[src/rtl/id_ex_pkg.sv]
// Shared widths, payload layout and skid-buffer state encoding for the ID->EX stage.
package id_ex_pkg;

  localparam int OP_W_DEF   = 8;
  localparam int SEL_W_DEF  = 3;
  localparam int DATA_W_DEF = 32;
  localparam int ADDR_W_DEF = 5;

  typedef struct packed {
    logic [OP_W_DEF-1:0]   alu_op;
    logic [SEL_W_DEF-1:0]  alu_sel;
    logic [DATA_W_DEF-1:0] reg0;
    logic [DATA_W_DEF-1:0] reg1;
    logic [ADDR_W_DEF-1:0] waddr;
    logic                  wreg;
  } id_ex_payload_t;

  localparam int PAYLOAD_W_DEF = $bits(id_ex_payload_t);

  // The encoding equals the number of held entries.
  typedef enum logic [1:0] {
    ST_EMPTY = 2'd0,
    ST_ONE   = 2'd1,
    ST_FULL  = 2'd2
  } skid_state_e;

endpackage

[src/rtl/pipe_skid.sv]
// Generic two-entry valid/ready pipeline register with skid entry and synchronous flush.
module pipe_skid
  import id_ex_pkg::*;
#(
  parameter int W = 8
) (
  input  logic         clk,
  input  logic         rst_,
  input  logic         flush,
  input  logic         in_valid,
  output logic         in_ready,
  input  logic [W-1:0] in_data,
  output logic         out_valid,
  input  logic         out_ready,
  output logic [W-1:0] out_data,
  output skid_state_e  state
);

  // Handshake: a transfer happens on a rising edge where valid and ready are both high;
  // valid never depends on ready, and in_ready is decoded from registered state only.
  skid_state_e  state_q, state_d;
  logic [W-1:0] main_q, skid_q;
  logic         accept, consume;
  logic         load_main, load_skid, move_skid;

  assign in_ready  = (state_q != ST_FULL);
  assign out_valid = (state_q != ST_EMPTY);
  assign out_data  = main_q;
  assign state     = state_q;
  assign accept    = in_valid & in_ready;
  assign consume   = out_valid & out_ready;

  always_comb begin
    state_d   = state_q;
    load_main = 1'b0;
    load_skid = 1'b0;
    move_skid = 1'b0;
    unique case (state_q)
      ST_EMPTY: begin
        if (accept) begin
          state_d   = ST_ONE;
          load_main = 1'b1;
        end
      end
      ST_ONE: begin
        if (accept && consume) begin
          load_main = 1'b1;
        end else if (accept) begin
          state_d   = ST_FULL;
          load_skid = 1'b1;
        end else if (consume) begin
          state_d = ST_EMPTY;
        end
      end
      ST_FULL: begin
        if (consume) begin
          state_d   = ST_ONE;
          move_skid = 1'b1;
        end
      end
      default: state_d = ST_EMPTY;
    endcase
    // Squash drops everything held plus the payload offered this cycle.
    if (flush) begin
      state_d   = ST_EMPTY;
      load_main = 1'b0;
      load_skid = 1'b0;
      move_skid = 1'b0;
    end
  end

  always_ff @(posedge clk or negedge rst_) begin
    if (!rst_) begin
      state_q <= ST_EMPTY;
      main_q  <= '0;
      skid_q  <= '0;
    end else begin
      state_q <= state_d;
      if (load_main) main_q <= in_data;
      else if (move_skid) main_q <= skid_q;
      if (load_skid) skid_q <= in_data;
    end
  end

endmodule

[src/rtl/id_ex_pipe.sv]
// ID->EX pipeline stage: packs the decoded instruction, buffers it in pipe_skid, masks wreg on bubbles.
module id_ex_pipe
  import id_ex_pkg::*;
#(
  parameter int OP_W   = OP_W_DEF,
  parameter int SEL_W  = SEL_W_DEF,
  parameter int DATA_W = DATA_W_DEF,
  parameter int ADDR_W = ADDR_W_DEF
) (
  input  logic              clk,
  input  logic              rst_,
  input  logic              flush,
  input  logic              id_valid,
  output logic              id_ready,
  input  logic [OP_W-1:0]   id_alu_op,
  input  logic [SEL_W-1:0]  id_alu_sel,
  input  logic [DATA_W-1:0] id_reg0,
  input  logic [DATA_W-1:0] id_reg1,
  input  logic [ADDR_W-1:0] id_waddr,
  input  logic              id_wreg,
  output logic              ex_valid,
  input  logic              ex_ready,
  output logic [OP_W-1:0]   ex_alu_op,
  output logic [SEL_W-1:0]  ex_alu_sel,
  output logic [DATA_W-1:0] ex_reg0,
  output logic [DATA_W-1:0] ex_reg1,
  output logic [ADDR_W-1:0] ex_waddr,
  output logic              ex_wreg,
  output logic [1:0]        stage_state
);

  typedef struct packed {
    logic [OP_W-1:0]   alu_op;
    logic [SEL_W-1:0]  alu_sel;
    logic [DATA_W-1:0] reg0;
    logic [DATA_W-1:0] reg1;
    logic [ADDR_W-1:0] waddr;
    logic              wreg;
  } payload_t;

  localparam int W = $bits(payload_t);

  payload_t    in_p, out_p;
  skid_state_e skid_state;

  assign in_p = {id_alu_op, id_alu_sel, id_reg0, id_reg1, id_waddr, id_wreg};

  pipe_skid #(.W(W)) u_skid (
    .clk       (clk),
    .rst_      (rst_),
    .flush     (flush),
    .in_valid  (id_valid),
    .in_ready  (id_ready),
    .in_data   (in_p),
    .out_valid (ex_valid),
    .out_ready (ex_ready),
    .out_data  (out_p),
    .state     (skid_state)
  );

  assign ex_alu_op   = out_p.alu_op;
  assign ex_alu_sel  = out_p.alu_sel;
  assign ex_reg0     = out_p.reg0;
  assign ex_reg1     = out_p.reg1;
  assign ex_waddr    = out_p.waddr;
  // A bubble must never write the register file, even though the payload is held.
  assign ex_wreg     = out_p.wreg & ex_valid;
  assign stage_state = skid_state;

endmodule
[config.mk]
export PLATFORM = sky130hd
export DESIGN_NAME = id_ex_pipe
export DESIGN_NICKNAME = d
export VERILOG_FILES = /design/src/rtl/id_ex_pkg.sv /design/src/rtl/pipe_skid.sv /design/src/rtl/id_ex_pipe.sv
export SDC_FILE = /design/constraint.sdc
export NUM_CORES = 1
export LEC_CHECK = 0
export CORE_ASPECT_RATIO = 0.75
export CORE_MARGIN = 5
export CORE_UTILIZATION = 40
export CTS_BUF_LIST = sky130_fd_sc_hd__clkbuf_8
export DETAILED_ROUTE_END_ITERATION = 8
export PLACE_DENSITY_LB_ADDON = 0.25
export REMOVE_ABC_BUFFERS = 1
export SLEW_MARGIN = 20
export SYNTH_ARGS = -nofsm -noshare
export SYNTH_HDL_FRONTEND = slang
export SYNTH_SLANG_ARGS = --single-unit
[constraint.sdc]
create_clock -name clk -period 3.4 [get_ports clk]
set_input_delay 0.68 -clock clk [delete_from_list [all_inputs] [get_ports clk]]
set_output_delay 0.68 -clock clk [all_outputs]
set_load 0.01 [all_outputs]
Word level (Yosys, flattened, before mapping)
Index checks and enable logic that the tools add are counted.

Equality and inequality tests: 7. Multiplexer cells: 19. Reduce and logical (&&, ||, !) cells: 5. Bitwise logic cells: 3.

Operators by type and width (number): $mux 81 (2); $mux 2 (6); $mux 1 (9); $ne 3x2->1 const B (2); $pmux 2 s3 (1); $ne 4x2->1 const B (1); $reduce_and 4->1 (1); $reduce_bool 2->1 (2); $and 1x1->1 (3); $ne 3x3->1 const B (1); $eq 2x1->1 const B (1); $eq 2x2->1 const B (1); $logic_not 2->1 (1); $ne 2x2->1 const B (1); $pmux 1 s2 (1); $logic_and 1x1->1 (1).

Register bits: 164. Output and inout bits: 85. Logic and storage cells: 37.

Depth between registers and ports, before layout
Gate-level depths: netlist (run 1).

Word-level depth: 7. Depth in mapped cells: 6. Depth with buffers taken out: 3.

Hierarchy
Synthesis (run 1) repeated with hierarchy kept, for this count alone.

Cells, all modules: 458. Area, all modules: 6725.2 um2.

Modules (own cells, without submodules): pipe_skid (cells an instance 457, area an instance 6718.9 um2, times used 1, sequential area each 4103.9 um2); id_ex_pipe (cells an instance 1, area an instance 6.3 um2, times used 1, sequential area each 0.0 um2).

Worst setup path before layout (run 1)
No wires, ideal clock.

Path type: input to register. Start: input port flush. End: register u_skid.main_q[10] (netlist: u_skid.out_data[10]). Path slack: 1.511 ns. Library setup time: 0.126 ns. Stages on the path: 6. Required time: 3.274 ns. Arrival: 1.763 ns. Buffers on the path: 3. Cell sequence: and4bb_2 buf_4 o21ba_1 buf_6 buf_6 a221o_1.

Cells in the longest elaborated chain, start to end: 2. Elaborated cells between the ends (all ways): 4. Those cells by class: 3 x mux; 1 x reduce/logical.

RTL lines: start, declared (line id_ex_pipe.sv:12) `input logic flush,`; $mux 1 (line pipe_skid.sv:64) `if (flush) begin`; $mux 81 or $reduce_bool 2->1 (tied branches); end signal, assigned (line pipe_skid.sv:79) `if (load_main) main_q <= in_data;`; end signal, assigned (line pipe_skid.sv:80) `else if (move_skid) main_q <= skid_q;`; end, declared (line pipe_skid.sv:22) `logic [W-1:0] main_q, skid_q;`.

Several ways; a longest one is shown, not always the timed one. A chain may end at the register's enable or synchronous reset.

Worst setup path in the final report (run 1)
Start: register u_skid.state_q[1] (netlist: u_skid.state[1]). End: output port ex_wreg.

Cells in the longest elaborated chain, start to end: 2.

RTL lines: start, declared (line pipe_skid.sv:21) `skid_state_e state_q, state_d;`; start signal, assigned (line pipe_skid.sv:78) `state_q <= state_d;`; $reduce_bool 2->1 (line pipe_skid.sv:27) `assign out_valid = (state_q != ST_EMPTY);`; $and 1x1->1 (line id_ex_pipe.sv:67) `assign ex_wreg = out_p.wreg & ex_valid;`; end, declared (line id_ex_pipe.sv:28) `output logic ex_wreg,`.

No other way between the ends.

==> metrics.csv, run 1 <==
stage;metric;value;unit
logic_synthesis;number of different library cells in the post-synthesis netlist;21;
routing;number of remaining DRC errors;0;
power;switching portion of total power;26.7;%
setup_path;worst endpoint data arrival time;1.84;ns
cts;buffer count from post-CTS setup fixing;0;
cts;TritonCTS Buffers;17;
sta;highest clock rate;0.397;GHz
sta;Relative slew margins;50.4;%
layout;commonest cells after routing, fill and taps aside;169 x sky130_fd_sc_hd__clkdlybuf4s50_1, 164 x sky130_fd_sc_hd__dfrtp_1, 82 x sky130_fd_sc_hd__and2_1;
die;die extent in x;166;um
layout;NumNets Final;704;
global_routing;Overflow after GRT;0;
logic_synthesis;sequential fraction of the synthesis area;56.4;%
layout;Synth-to-Final Area Change;23.1;%
power;clock network fraction of design power;26.5;%
place;HPWL Detailed;10100;um
global_routing;GRT Util Overall;15.5;%
cts;clock latency of the later-clocked register in the worst-skew pair;0.45;ns
sta;RSZ-0062 raised after global routing;no;
sta;Sum Neg Setup Slack;0;ns
cts;TritonCTS clock tree;done;
sta;setup-violating endpoint count in the final report;0;
logic_synthesis;number of register bits inferred by synthesis;164;
place;global placer's final weighted congestion;0.729;
routing;initial detailed-routing violation count;362;
routing;total number of vias;4506;
die;Die ar.;0.0210;sq mm
setup_path;dominant delay contributor by cell family on the critical path;simple AND/OR/NAND/NOR gates;
setup_path;endpoint kind of the worst setup timing path;primary output;
worst_hold_path;worst hold path type;in2async;
power;highest ir drop seen on vdd;0.279;mV
setup_path;critical-path maximum fanout;8;
power;sequential share of power;51.0;%
cts;buffers from clock root to sink, at most;2;
routing;post-route antenna net violation count;0;
setup_path;Critical path buffers and inverters;1;
sta;share of the clock period used by the worst path after layout;74.1;%
job;count of max-cap constraint violations;0;
power;Pwr per Cell Area;588;mW/mm^2
place;Worst Setup Slack post-DPL;0.455;ns
global_routing;initial antenna violation count;0;
die;initial cell density of the core;40.9;%
power;net switching power figure;1410;uW
routing;DR WL/cell;18.5;um
die;area of the core region;0.0178;sq mm
place;Port-buffer cells;170;
cts;H-tree lvl count;4;
global_routing;largest net degree at the start of global routing;82;
power;combinational power share;22.5;%
global_routing;via count of the first global-routing pass;4724;
routing;total wirelength of the detailed-routed design;16100;um
layout;share of final-layout standard cells stronger than drive strength 1;19.7;%
setup_path;required time at the worst-slack endpoint;2.72;ns
logic_synthesis;instance count of the mapped netlist;538;
cts;total number of clock tree sinks;164;
sta;Post-Route Skew;0.0138;ns
sta;least setup slack across all paths after layout;0.880;ns
die;vertical extent of the die;127;um
power;leakage power figure;0.00385;uW
setup_path;kind of critical path;reg2out;
setup_path;slowest cell delay on critical path;0.47;ns
setup_path;worst-path cell with the longest stage delay;sky130_fd_sc_hd__clkdlybuf4s50_1;
logic_synthesis;Netlist Area Pre-Place;0.00727;sq mm
cts;number of gates given a new drive strength after cts;0;
routing;count of TritonRoute iterations in the first routing pass;4;
sta;minimum clock period after layout;2.52;ns
sta;final number of hold-violating endpoints;0;
sta;number of max-slew violations in the final report;0;
sta;transition time at the pin with the least slew margin;0.744;ns
cts;clock transition at the registers of the reported paths;0.09;ns
power;Internal Dissipation;3860;uW
status;outcome;completed;
setup_path;startpoint type of the worst setup path;flop;
routing;vias per cell;5.16;
cts;number of hold-repair buffers added at the cts stage;0;
layout;count of inserted antenna diode cells;0;
die;floorplan row count;42;
logic_synthesis;mean post-synth cell area;13.5;sq um
die;top-level port count;171;
setup_path;worst path cell trace;or2_2 > and2_1 > clkdlybuf4s50_1;
cts;root buffer cell;sky130_fd_sc_hd__clkbuf_8;
logic_synthesis;Yosys warning total;0;
global_routing;global-route wire length before repair;26400;um
layout;most frequent standard cell in the layout excluding fill and tap cells;sky130_fd_sc_hd__clkdlybuf4s50_1;
per-stage QoR:
| stage | area [sq um] | hold slack, ns | total power (uW) | std cells | utilization [%] |
|---|---|---|---|---|---|
| 6_report | 8950 | 0.147 | 5270 | 873 | 50.4 |
| 5_1_grt | 8950 | 0.156 | 5550 | 873 | 50.4 |
| 4_1_cts | 8930 | 0.138 | 5340 | 872 | 50.3 |
| 3_5_place_dp | 8540 | 0.485 | 3920 | 840 | 48.1 |
| 3_3_place_gp | 8540 | 0.478 | 3860 | 840 | 48.1 |
| 2_1_floorplan | 6450 | 0.384 | 3220 | 423 | - |
cells in the mapped netlist:
master / number / area (sq um)
sky130_fd_sc_hd__or3b_1: 1 / 8.76
sky130_fd_sc_hd__o21ba_1: 1 / 10.0
sky130_fd_sc_hd__nor2_1: 1 / 3.75
sky130_fd_sc_hd__nand3b_1: 1 / 7.51
sky130_fd_sc_hd__a21oi_1: 1 / 5.00
sky130_fd_sc_hd__nand2b_1: 1 / 6.26
sky130_fd_sc_hd__o32ai_1: 1 / 8.76
sky130_fd_sc_hd__dfrtp_1: 164 / 4100
sky130_fd_sc_hd__a221o_1: 81 / 811
sky130_fd_sc_hd__clkbuf_1: 9 / 33.8
sky130_fd_sc_hd__buf_6: 9 / 101
sky130_fd_sc_hd__mux2i_1: 1 / 10.0
sky130_fd_sc_hd__buf_2: 16 / 80.1
sky130_fd_sc_hd__a211oi_1: 1 / 7.51
sky130_fd_sc_hd__mux2_2: 81 / 912
sky130_fd_sc_hd__or2_2: 2 / 12.5
sky130_fd_sc_hd__nor2b_1: 2 / 12.5
sky130_fd_sc_hd__and2_1: 82 / 513
sky130_fd_sc_hd__and4bb_2: 1 / 12.5
sky130_fd_sc_hd__buf_4: 81 / 608
sky130_fd_sc_hd__nand2_1: 1 / 3.75
state kept, by name, summed over array words and instances (netlist names):
signal,cells
u_skid.state,2
u_skid.out_data,81
u_skid.skid_q,81
power by group through the flow:
stage               clock (uW)  combinational, uW  sequential, uW
floorplan                    0                496            2730
global placement             0               1170            2700
detailed placement           0               1200            2710
CTS                       1450               1210            2690
global route              1520               1290            2750
finish                    1390               1190            2690
layer usage:
metal / vias up / part of all wire, % / global-route usage (%)
met5: - / 0 / 0
met4: 0 / 0.40 / 4.07
met3: 5 / 7.1 / 5.32
met2: 173 / 43 / 21.4
met1: 2294 / 50 / 23.2
li1: 2034 / - / -
logic make-up (layout without fill, tap and decap cells):
kind of cell	count (synthesis)	count (layout)	synth area share (%)
AOI/OAI and AO/OA	85	85	11.6
and+or+nand+nor	92	92	7.98
muxes	82	82	12.7
DFF	164	164	56.4
buffers and inverters	115	208	11.3
path summary, 6_finish.rpt:
check	to	cells past startpoint	slack, ns	startpoint
worst max-delay path	ex_wreg	3	0.88	u_skid.state[1]$_DFFE_PN0P_
worst min-delay path	u_skid.out_data[32]$_DFFE_PN0P_	1	0.15	rst_
worst max register to register	u_skid.out_data[7]$_DFFE_PN0P_	4	1.35	u_skid.state[1]$_DFFE_PN0P_
worst min register to register	u_skid.skid_q[61]$_DFFE_PN0P_	1	0.50	u_skid.skid_q[61]$_DFFE_PN0P_
max in group asynchronous	u_skid.out_data[47]$_DFFE_PN0P_	2	2.37	rst_
min in group clk	u_skid.skid_q[61]$_DFFE_PN0P_	1	0.50	u_skid.skid_q[61]$_DFFE_PN0P_
final cells by class:
cell class / count / area (sq um)
fillers: 1575 / 8810
multi-input cells: 259 / 2360
clock inverters: 15 / 156
flip-flops and latches: 164 / 4100
clock buffers: 17 / 234
repair buffers: 176 / 1800
well taps: 242 / 303
Power figures use the tool's default switching activity.
==> run 2, diff against run 1 <==
clock period = 2.4 ns   (was 3.4 ns; I/O delays follow)
==> metrics.csv, run 2 (synthesis gave the netlist of run 1 again) <==
stage;metric;value;unit;change
cts;clock transition at the registers of the reported paths;0.09;ns;about the same
status;outcome;completed;;
sta;Post-Route Skew;0.0118;ns;-0.00207 ns
layout;number of cells in the finished layout apart from fillers;883;;+1.1%
place;HPWL Detailed;10700;um;+6.4%
cts;TritonCTS clock tree;done;;
place;Port-buffer cells;170;;unchanged
setup_path;endpoint kind of the worst setup timing path;primary output;;
sta;final number of hold-violating endpoints;0;;unchanged
place;number of placed instances with taps included;849;;+1.1%
die;top-level port count;171;;unchanged
routing;initial detailed-routing violation count;364;;+0.55%
cts;clock latency of the later-clocked register in the worst-skew pair;0.44;ns;about the same
power;Pwr per Cell Area;845;mW/mm^2;+44%
die;area of the core region;0.0178;sq mm;unchanged
layout;share of final-layout standard cells stronger than drive strength 1;21.1;%;+1.4 points
sta;minimum clock period after layout;2.29;ns;
routing;DR WL/cell;18.4;um;-0.32%
layout;NumNets Final;714;;+1.4%
sta;RSZ-0062 raised after global routing;no;;
die;floorplan row count;42;;unchanged
global_routing;Overflow after GRT;0;;unchanged
routing;number of remaining DRC errors;0;;unchanged
die;die extent in x;166;um;unchanged
worst_hold_path;worst hold path type;reg2reg;;
sta;Fin Hold WS;0.500;ns;+0.353 ns
sta;transition time at the pin with the least slew margin;0.543;ns;-0.201 ns
setup_path;R2R Setup Slk;0.49;ns;-0.86 ns
die;initial cell density of the core;40.9;%;unchanged
layout;Synth-to-Final Area Change;25.6;%;
layout;count of inserted antenna diode cells;0;;unchanged
routing;vias per cell;5.17;;about the same
sta;Relative slew margins;63.8;%;+13 points
job;count of max-cap constraint violations;0;;unchanged
sta;setup-violating endpoint count in the final report;0;;unchanged
die;vertical extent of the die;127;um;unchanged
cts;H-tree lvl count;4;;unchanged
power;highest ir drop seen on vdd;0.384;mV;+38%
cts;TritonCTS Buffers;17;;unchanged
power;leakage power figure;0.00395;uW;+2.6%
cts;root buffer cell;sky130_fd_sc_hd__clkbuf_8;;
global_routing;GRT Util Overall;15.7;%;+0.13 points
place;global placer's final weighted congestion;0.747;;+2.4%
routing;post-route antenna net violation count;0;;unchanged
setup_path;worst endpoint data arrival time;1.81;ns;-0.03 ns
setup_path;startpoint type of the worst setup path;flop;;
cts;buffers from clock root to sink, at most;2;;unchanged
routing;total wirelength of the detailed-routed design;16300;um;+0.82%
setup_path;kind of critical path;reg2out;;
sta;highest clock rate;0.436;GHz;
die;Die ar.;0.0210;sq mm;unchanged
global_routing;global-route wire length before repair;26800;um;+1.6%
routing;count of TritonRoute iterations in the first routing pass;4;;unchanged
cts;total number of clock tree sinks;164;;unchanged
global_routing;largest net degree at the start of global routing;82;;unchanged
sta;share of the clock period used by the worst path after layout;95.5;%;
layout;commonest cells after routing, fill and taps aside;169 x sky130_fd_sc_hd__clkdlybuf4s50_1, 162 x sky130_fd_sc_hd__dfrtp_1, 82 x sky130_fd_sc_hd__and2_1;;
setup_path;required time at the worst-slack endpoint;1.92;ns;-0.80 ns
global_routing;via count of the first global-routing pass;4819;;+2.0%
setup_path;critical-path maximum fanout;7;;-1
sta;number of max-slew violations in the final report;0;;unchanged
layout;core occupancy in the finished layout;51.4;%;+1.0 points
layout;most frequent standard cell in the layout excluding fill and tap cells;sky130_fd_sc_hd__clkdlybuf4s50_1;;
global_routing;initial antenna violation count;0;;unchanged
routing;total number of vias;4562;;+1.2%
## run 2: cell types whose count changed in the layout (fill, tap and decap cells not counted)
cell | before | now
sky130_fd_sc_hd__dfrtp_1 | 164 | 162
sky130_fd_sc_hd__clkinv_4 | 2 | 3
sky130_fd_sc_hd__buf_12 | 4 | 8
sky130_fd_sc_hd__inv_6 | 4 | 1
sky130_fd_sc_hd__dlygate4sd3_1 | 0 | 1
sky130_fd_sc_hd__clkbuf_8 | 17 | 19
sky130_fd_sc_hd__clkinv_2 | 2 | 3
sky130_fd_sc_hd__buf_4 | 2 | 7
sky130_fd_sc_hd__clkinvlp_4 | 4 | 1
sky130_fd_sc_hd__bufinv_16 | 2 | 4
sky130_fd_sc_hd__dfrtp_2 | 0 | 2
## run 2: final timing paths
check,endpoint,depth (start not counted),start
max,ex_wreg,3,u_skid.state[0]$_DFFE_PN0P_
min,u_skid.skid_q[13]$_DFFE_PN0P_,1,u_skid.skid_q[13]$_DFFE_PN0P_
max reg2reg,u_skid.out_data[50]$_DFFE_PN0P_,5,u_skid.state[1]$_DFFE_PN0P_
min reg2reg,u_skid.skid_q[13]$_DFFE_PN0P_,1,u_skid.skid_q[13]$_DFFE_PN0P_
max in group asynchronous,u_skid.out_data[13]$_DFFE_PN0P_,3,rst_
min in group asynchronous,u_skid.out_data[8]$_DFFE_PN0P_,2,rst_
## run 2: repair_timing
| item | in CTS | in global routing |
|---|---|---|
| endpoints found under the setup margin | 0 | 1 |
| endpoints found under the hold margin | 21 | 0 |
| resized for setup | 0 | 2 |
| hold buffers | 1 | 0 |
| setup buffers | 0 | 1 |
## run 2: area by class of cell
cell class                 count  area, sq um
fill                        1537         8630
sequential                   164         4110
multi-input combinational    259         2360
timing repair buffer         186         1930
tap                          242          303
clock buffer                  19          262
clock inverter                13          181
## run 2: stage by stage
stage	worst slack, ns	instance area [sq um]	TNS [ns]	total power (uW)
floorplan	-1.46	6450	-210.47	4560
global placement	0.111	8670	0	5500
detailed placement	0.0830	8670	0	5580
CTS	0.00959	9130	0	7810
global route	0.00404	9140	0	8130
finish	0.109	9140	0	7720
## run 2: report_power, final
group          switching [uW]  leakage [uW]  internal (uW)
clock network            1010      0.000227           1190
registers                 370       0.00202           3440
logic                     596       0.00171           1110
total                    1980       0.00395           5740
## run 2: worst max-delay path, cell delays in order (launching register included)
cell and delay [ns]:
sky130_fd_sc_hd__dfrtp_2 0.45, sky130_fd_sc_hd__or2_2 0.29, sky130_fd_sc_hd__and2_1 0.16, sky130_fd_sc_hd__clkdlybuf4s50_1 0.47
## run 2: routing by layer
metal | global-route usage (%) | share of wire (%)
met5 | 0 | 0
met4 | 3.25 | 0.77
met3 | 5.44 | 6.5
met2 | 21.5 | 42
met1 | 23.8 | 51
